===== src/rtl/mac_sequencer.sv =====
// Sequencer that feeds Q9.7 operand pairs to an external Booth multiplier
// through a start/finish handshake, and accumulates the products into a
// saturating Q9.7 dot-product result.
module mac_sequencer #(
    parameter int TIMEOUT = 40,
    parameter int DATA_W  = 16
) (
    input  logic              clk,
    input  logic              rst,
    input  logic              in_valid,
    output logic              in_ready,
    input  logic [DATA_W-1:0] in_a,
    input  logic [DATA_W-1:0] in_b,
    input  logic              in_last,
    output logic [DATA_W-1:0] mul_multiplicand,
    output logic [DATA_W-1:0] mul_multiplier,
    output logic              mul_start,
    input  logic [DATA_W-1:0] mul_result,
    input  logic              mul_overflow,
    input  logic              mul_finish,
    output logic [DATA_W-1:0] acc_out,
    output logic              acc_valid,
    output logic              acc_overflow,
    output logic              timeout_err
);

    localparam int CNT_W = $clog2(TIMEOUT + 1);
    localparam logic signed [DATA_W-1:0] SMAX = {1'b0, {(DATA_W-1){1'b1}}};
    localparam logic signed [DATA_W-1:0] SMIN = {1'b1, {(DATA_W-1){1'b0}}};

    typedef enum logic [2:0] {
        IDLE,
        LAUNCH,
        WAIT_LOW,
        WAIT_HIGH,
        ACCUM,
        DONE
    } state_t;

    state_t                    state;
    state_t                    state_nxt;
    logic                      timeout_hit;
    logic                      last_q;
    logic [CNT_W-1:0]          cnt;
    logic signed [DATA_W-1:0]  acc;
    logic                      acc_ovf;
    logic signed [DATA_W-1:0]  addend;
    logic signed [DATA_W:0]    sum;
    logic signed [DATA_W-1:0]  sum_sat;
    logic                      add_sat;
    logic                      ovf_nxt;

    // Clip a one-bit-wider sum back into the signed data range.
    function automatic logic signed [DATA_W-1:0] sat_narrow(input logic signed [DATA_W:0] s);
        if (s[DATA_W] != s[DATA_W-1]) begin
            return s[DATA_W] ? SMIN : SMAX;
        end
        return s[DATA_W-1:0];
    endfunction

    // A product the multiplier flagged as overflowed is replaced by the
    // full-scale value of its sign before it reaches the accumulator.
    always_comb begin
        addend  = mul_overflow ? (mul_result[DATA_W-1] ? SMIN : SMAX) : $signed(mul_result);
        sum     = $signed({acc[DATA_W-1], acc}) + $signed({addend[DATA_W-1], addend});
        sum_sat = sat_narrow(sum);
        add_sat = (sum[DATA_W] != sum[DATA_W-1]);
        ovf_nxt = acc_ovf | mul_overflow | add_sat;
    end

    // State register.
    always_ff @(posedge clk) begin
        if (rst) begin
            state <= IDLE;
        end else begin
            state <= state_nxt;
        end
    end

    // Next-state logic; the handshake waits expect finish to drop first so
    // a finish level left over from the previous product is never taken.
    always_comb begin
        state_nxt   = state;
        timeout_hit = 1'b0;
        case (state)
            IDLE: begin
                if (in_valid) begin
                    state_nxt = LAUNCH;
                end
            end
            LAUNCH: begin
                state_nxt = WAIT_LOW;
            end
            WAIT_LOW: begin
                if (!mul_finish) begin
                    state_nxt = WAIT_HIGH;
                end else if (cnt == CNT_W'(TIMEOUT - 1)) begin
                    state_nxt   = IDLE;
                    timeout_hit = 1'b1;
                end
            end
            WAIT_HIGH: begin
                if (mul_finish) begin
                    state_nxt = ACCUM;
                end else if (cnt == CNT_W'(TIMEOUT - 1)) begin
                    state_nxt   = IDLE;
                    timeout_hit = 1'b1;
                end
            end
            ACCUM: begin
                state_nxt = last_q ? DONE : IDLE;
            end
            DONE: begin
                state_nxt = IDLE;
            end
            default: begin
                state_nxt = IDLE;
            end
        endcase
    end

    // Registered outputs, operand latch, wait counter and accumulator.
    always_ff @(posedge clk) begin
        if (rst) begin
            in_ready         <= 1'b1;
            mul_start        <= 1'b0;
            mul_multiplicand <= '0;
            mul_multiplier   <= '0;
            last_q           <= 1'b0;
            acc_out          <= '0;
            acc_valid        <= 1'b0;
            acc_overflow     <= 1'b0;
            timeout_err      <= 1'b0;
            acc              <= '0;
            acc_ovf          <= 1'b0;
            cnt              <= '0;
        end else begin
            in_ready    <= (state_nxt == IDLE);
            mul_start   <= (state_nxt == LAUNCH);
            acc_valid   <= 1'b0;
            timeout_err <= timeout_hit;

            if (state == IDLE && in_valid) begin
                mul_multiplicand <= in_a;
                mul_multiplier   <= in_b;
                last_q           <= in_last;
            end

            if (state_nxt == LAUNCH) begin
                cnt <= '0;
            end else if (state == WAIT_LOW || state == WAIT_HIGH) begin
                cnt <= cnt + CNT_W'(1);
            end

            if (state == ACCUM) begin
                acc     <= sum_sat;
                acc_ovf <= ovf_nxt;
                // The result is published on the edge into DONE so that
                // acc_valid is high during the DONE cycle itself.
                if (last_q) begin
                    acc_out      <= sum_sat;
                    acc_overflow <= ovf_nxt;
                    acc_valid    <= 1'b1;
                end
            end

            if (state == DONE || timeout_hit) begin
                acc     <= '0;
                acc_ovf <= 1'b0;
            end
        end
    end

endmodule


===== config.mk =====
export PLATFORM = sky130hd
export DESIGN_NAME = mac_sequencer
export DESIGN_NICKNAME = d
export VERILOG_FILES = /design/src/rtl/mac_sequencer.sv
export SDC_FILE = /design/constraint.sdc
export NUM_CORES = 1
export LEC_CHECK = 0
export ABC_AREA = 0
export BUFFER_PORTS_ARGS = -buffer_cell sky130_fd_sc_hd__clkbuf_2
export CAP_MARGIN = 30
export CORE_MARGIN = 10
export CORE_UTILIZATION = 30
export CTS_CLUSTER_DIAMETER = 40
export CTS_CLUSTER_SIZE = 25
export DETAILED_ROUTE_END_ITERATION = 16
export GPL_ROUTABILITY_DRIVEN = 0
export HOLD_SLACK_MARGIN = 0.08
export PLACE_DENSITY = 0.49
export SLEW_MARGIN = 20
export SYNTH_ARGS = -nofsm -noshare
export SYNTH_HDL_FRONTEND = slang
export SYNTH_SLANG_ARGS = --single-unit

===== constraint.sdc =====
create_clock -name clk -period 4.1 [get_ports clk]
set_clock_uncertainty 0.1 [all_clocks]
set_input_delay 0.82 -clock clk [delete_from_list [all_inputs] [get_ports clk]]
set_output_delay 0.82 -clock clk [all_outputs]
set_load 0.01 [all_outputs]

==> metrics.md, run 1 <==
| Metric | Value |
|---|---|
| Full die area | 18,600 µm² |
| Total global routing overflow | 0 |
| PD cells | 384 nW/µm² |
| Slew HR | 0.418 |
| Area delta synth->final | 23.8% |
| Pre-Repair DR Iteration Count | 4 |
| WP data required | 4.25 ns |
| CTS Sinks | 80 |
| Seq/Total Area, Yosys | 0.395 |
| Layout cells sized above 1 | 0.281 |
| Rows | 42 |
| Clock Latency Late Sink | 0.34 ns |
| CTS Buf Count | 9 |
| Routed vias/inst | 4.79 |
| Status | finished, final reports clean |
| Ports | 107 |
| Fin. max-slew vios | 0 |
| Utilization after layout | 0.379 |
| Synth Warn # | 0 |
| Post-synthesis instance total | 485 |
| Synth Cell Area | 4050 µm² |
| Synth top area share | 0.395 |
| Least-Margin Pin Slew | 0.873 ns |
| Leading area contributor after synthesis | dfxtp_1 |
| Crit-path max FO | 11 |
| Vias | 3,663 |
| Synth async-reset ratio | 0 |
| Final WL | 11.6 mm |
| PortBufs | 106 |
| Fmax achieved | 0.281 GHz |
| Final setup fails | 0 |
| Max Root-Sink Buffers | 2 |
| Final Cycle Share | 0.868 |
| Total leakage power | 2.17 nW |
| Final hold viol count | 0 |
| Reg clk slew, reported paths | 0.07 ns |
| Final ANT Viol Nets | 0 |
| WS Path Type | in -> reg |
| Fin area | 5020 µm² |
| Crit end category | flip-flop |
| Initial antenna violation count | 0 |
| RSZ-0062 raised after global routing | false |
| Total track usage | 0.129 |
| Final worst path period need | 3.56 ns |
| CTS tree | done |
| Number of global-route vias before repair | 3,747 |
| Area after DPL | 4720 µm² |
| Largest net degree at the start of global routing | 43 |
| Hpwl dp | 8.63 mm |
| Global-route wire length before repair | 19.2 mm |
| Layout Nets | 655 |
| Setup_tns | 0 ns |
| H-tree depth | 3 |
| Most common cell in the netlist | nand2_1 |
| Die Wd | 136 µm |
| Post-CTS Hold Buffers | 0 |
| Post-cts sizing count | 0 |
| Height of the die | 136 µm |
| Max_cap viols | 0 |
| Avg Inst Size Synth | 8.35 µm² |
| Drt wl/cell | 15.2 µm |
| Critical Path AT | 3.72 ns |
| Mapped Nets | 557 |
| Min-delay worst type | reg -> reg |
| ANT cells | 0 |
| Commonest cells in the netlist | nand2_1 (81), dfxtp_1 (80), a21oi_1 (67), o21ai_0 (42), nor2_1 (34) |
| DRC | 0 |
| Top cells by area, synth | dfxtp_1 (40%), a21oi_1 (8.3%), nand2_1 (7.5%) |
| Critical Path Source Type | input pin |
| Clock Root Buffer | clkbuf_16 |
| Drt first-iter violations | 104 |
| Post-synth EDFFs | 0 |
| Main flop type after synthesis | dfxtp_1 |
| Core ar. | 13,200 µm² |
| Post-synth cell types | 56 |
| Post CTS Setup Buffer Count | 0 |
| Register bit total from synthesis | 80 |
| Starting Density | 0.306 |
| Max VDD drop | 201 µV |
[final cells by class]
cell class / instances / area [µm²]
Multi-Input combinational cell: 353 / 2200
Fill cell: 1435 / 8230
Inverter: 22 / 82.6
Tap cell: 176 / 220
Clock inverter: 7 / 70.1
Clock buffer: 9 / 225
Sequential cell: 80 / 1600
Timing Repair Buffer: 117 / 621
[final timing paths]
path	startpoint	endpoint	slack, ns	depth (start not counted)
setup / recovery	mul_overflow	acc[5]	0.54	13
hold / removal	mul_multiplier[2]	mul_multiplier[2]	0.36	2
setup reg to reg	acc[0]	acc[1]	1.21	10
hold reg to reg	mul_multiplier[2]	mul_multiplier[2]	0.36	2
[cell usage in the layout, fill, tap and decap left out, drive strengths merged, types with 2 or more instances in the layout]
master   synthesis  final
o21ai           43     43
maj3            16     16
a211oi          19     19
ha              17     17
clkinv           0      4
a31oi            4      4
and3             4      4
nand2b           3      3
mux2i            2      2
a21o             3      3
dfxtp           80     80
a2111oi          2      2
clkbuf          27    115
and4             2      2
nand3            4      4
o21a             2      2
nand4            4      4
nand2           81     81
xnor2            4      4
and2             4      4
nor3             4      4
buf              3     11
nor2            34     34
inv             22     23
a21boi           2      2
a21oi           67     67
xor2            14     14
[metrics by stage]
| step | hold WS [ns] | instances | worst slack (ns) | total power [mW] |
|---|---|---|---|---|
| global placement | 0.342 | 747 | 0.280 | 1.13 |
| floorplan | 0.345 | 485 | 0.560 | 1.03 |
| detailed placement | 0.347 | 748 | 0.191 | 1.13 |
| finish | 0.356 | 764 | 0.539 | 1.93 |
| global route | 0.375 | 764 | 0.306 | 2.03 |
| CTS | 0.355 | 764 | 0.544 | 1.96 |
[layer usage]
metal / wire (µm) / up-vias / GRT usage
met5: 0 / - / 0
met4: 265 / 0 / 0.0621
met3: 1100 / 16 / 0.0561
met2: 5030 / 98 / 0.192
met1: 5230 / 1667 / 0.157
li1: - / 1882 / -
[flip-flops by register name (all words and copies together), names as in the netlist, 3 cells and up]
signal	flops
acc_out	16
cnt	6
mul_multiplier	16
state	3
mul_multiplicand	16
acc	16
[cell families (layout without fill, tap and decap cells)]
logic type,after synthesis,count (layout),synth area share
AOI/OAI and AO/OA,150,150,0.231
and+or+nand+nor,149,149,0.164
DFF,80,80,0.395
buffers and inverters,52,155,0.0639
adders and majority gates,34,34,0.100
xor gates and xnor gates,18,18,0.0408
muxes,2,2,0.00494
[worst max-delay path, stage by stage]
cell and delay, ns:
clkbuf_2 0.18, nand2b_1 0.18, buf_4 0.19, o21ai_0 0.10, ha_1 0.37, and2_4 0.21
a221oi_4 0.34, a311oi_1 0.16, nor3_2 0.23, xor2_2 0.10, buf_4 0.19, maj3_1 0.38
a211oi_1 0.26
[where the power goes]
group | leakage (nW) | switching [mW] | internal [mW]
combinational | 1.37 | 0.168 | 0.115
sequential | 0.650 | 0.0200 | 0.809
clock | 0.146 | 0.343 | 0.472
Note: power is estimated with default switching activity, not from simulation.
==> inputs of run 2 (changes only) <==
- CAP_MARGIN: 30 -> 20
- CORE_UTILIZATION: 30 -> 45
- PLACE_DENSITY: 0.49 -> 0.69
==> metrics.md, run 2 (synthesis gave the netlist of run 1 again) <==
| Metric | Value |
|---|---|
| Layout cells sized above 1 | 0.278 (-0.00246) |
| Final Cycle Share | 0.862 (-0.00657) |
| CTS Sinks | 80 (unchanged) |
| Sequential cell area | 1600 µm² (unchanged) |
| Multi-input logic area | 2200 µm² (unchanged) |
| Drt first-iter violations | 152 (+46%) |
| Critical Path AT | 3.62 ns (-0.10 ns) |
| RSZ-0062 raised after global routing | false |
| WP data required | 4.19 ns (-0.06 ns) |
| Final setup fails | 0 (unchanged) |
| Min-delay worst type | reg -> reg |
| Global-route track usage on met1 | 0.193 (+0.0359) |
| Worst r2r src | acc[0] |
| Layout Nets | 654 (-0.15%) |
| Routed vias/inst | 5.25 (+9.5%) |
| Commonest non-fill, non-tap cell in the layout | clkbuf_2 |
| Total leakage power | 2.11 nW (-2.5%) |
| Full die area | 13,200 µm² (-29%) |
| Max_cap viols | 0 (unchanged) |
| Largest net degree at the start of global routing | 39 (-9.3%) |
| CTS tree | done |
| Area delta synth->final | 19.0% |
| Crit end category | flip-flop |
| Max VDD drop | 238 µV (+19%) |
| Reg clk slew, reported paths | 0.09 ns (+0.02 ns) |
| Critical Path Source Type | input pin |
| Setup_tns | 0 ns (unchanged) |
| Fin. max-slew vios | 0 (unchanged) |
| Die Wd | 115 µm (-16%) |
| Core ar. | 8760 µm² (-34%) |
| Height of the die | 115 µm (-16%) |
| Global routing's busiest layer | met2 |
| Fillcell total | 864 (-40%) |
| Status | finished, final reports clean |
| H-tree depth | 3 (unchanged) |
| Slowest stage delay, CP | 0.42 ns (+0.04 ns) |
| Drt wl/cell | 15.5 µm (+1.5%) |
| Most frequent cells in the layout | clkbuf_2 (106), nand2_1 (81), dfxtp_1 (80) |
| Least-Margin Pin Slew | 1.01 ns (+0.132 ns) |
| Ports | 107 (unchanged) |
| Starting Density | 0.462 (+0.156) |
| Pre-Repair DR Iteration Count | 4 (unchanged) |
| Total global routing overflow | 0 (unchanged) |
| Crit-path max FO | 18 (+7) |
| CP top delay family | compound AO/OA/AOI/OAI gates |
| ANT cells | 0 (unchanged) |
| Clock Root Buffer | clkbuf_8 |
| Worst path cell trace | clkbuf_2, nand2b_1, o21ai_0, ha_1, fa_1, a211oi_1, o21bai_2, a2bb2oi_2, a31oi_1, o21a_1, buf_4, maj3_2, a211oi_1 |
| Worst Setup SP | mul_overflow |
| Final WL | 10.7 mm (-7.8%) |
| Post-CTS Hold Buffers | 0 (unchanged) |
| Hpwl dp | 7.95 mm (-7.9%) |
| Final worst path period need | 3.53 ns (-0.0269 ns) |
| Post CTS Setup Buffer Count | 0 (unchanged) |
| Post-cts sizing count | 0 (unchanged) |
| CTS Buf Count | 9 (unchanged) |
| GR Layer Usage met2 | 0.252 (+0.0597) |
| Final ANT Viol Nets | 0 (unchanged) |
| Rows | 34 (-19%) |
| Number of global-route vias before repair | 3,725 (-0.59%) |
| Buf+Inv Stages, Crit Path | 2 (-1) |
| CP max-delay cell | fa_1 |
| Global-route wire length before repair | 17.9 mm (-6.7%) |
| Initial antenna violation count | 0 (unchanged) |
| PD cells | 350 nW/µm² (-8.9%) |
| Total track usage | 0.164 (+0.0342) |
| Clock Latency Late Sink | 0.35 ns (about the same) |
| Crit-path most repeated cell | a211oi_1 |
| Vias | 3,642 (-0.57%) |
| Fmax achieved | 0.283 GHz (+0.76%) |
| Final hold viol count | 0 (unchanged) |
| Min-Delay Startpoint | mul_multiplicand[9] |
| WS Path Type | in -> reg |
| DRC | 0 (unchanged) |
| GR Layer Usage met3 | 0.0766 (+0.0205) |
| Slew HR | 0.330 (-0.0881) |
| Utilization after layout | 0.550 (+0.171) |
| Max Root-Sink Buffers | 2 (unchanged) |
| PortBufs | 106 (unchanged) |
run 2: worst paths after layout:
path,endpoint,slack [ns],cells past startpoint
setup reg to reg,acc[0],1.21,10
hold / removal,mul_multiplicand[9],0.36,2
setup / recovery,acc[0],0.57,13
hold reg to reg,mul_multiplicand[9],0.36,2
run 2: metrics by stage:
step / hold WS (ns) / cell area, µm² / setup WS (ns) / power, mW / instances
6_report: 0.357 / 4820 / 0.566 / 1.69 / 694
5_1_grt: 0.372 / 4820 / 0.331 / 1.78 / 694
4_1_cts: 0.359 / 4820 / 0.579 / 1.71 / 694
3_5_place_dp: 0.347 / 4630 / 0.220 / 1.13 / 679
3_3_place_gp: 0.342 / 4610 / 0.326 / 1.12 / 678
2_1_floorplan: 0.345 / 4050 / 0.560 / 1.03 / 485
run 2: layout make-up:
type                    count  area share
well taps                 108      0.0280
flip-flops and latches     80       0.332
multi-input cells         353       0.456
clock inverters             6      0.0143
inverters                  22      0.0171
clock buffers               9      0.0257
repair buffers            116       0.127
run 2: power by group:
part	leakage [nW]	total, mW	switching [mW]	internal [mW]
clock network	0.0957	0.579	0.298	0.281
logic	1.37	0.280	0.165	0.115
registers	0.650	0.828	0.0196	0.808
total	2.11	1.69	0.483	1.20
run 2: routing by layer:
layer | share of wire | up-vias
met2 | 0.45 | 86
met1 | 0.44 | 1673
li1 | - | 1870
met4 | 0.016 | 0
met3 | 0.091 | 13
met5 | 0 | -
run 2: worst reg2reg max path, cell delays in order, from the launching register on:
cell and delay (ns):
dfxtp_1 0.32, ha_1 0.22, fa_1 0.42, a211oi_1 0.29, o21bai_2 0.13, a2bb2oi_2 0.17
a31oi_1 0.32, o21a_1 0.17, buf_4 0.26, maj3_2 0.27, a211oi_1 0.07
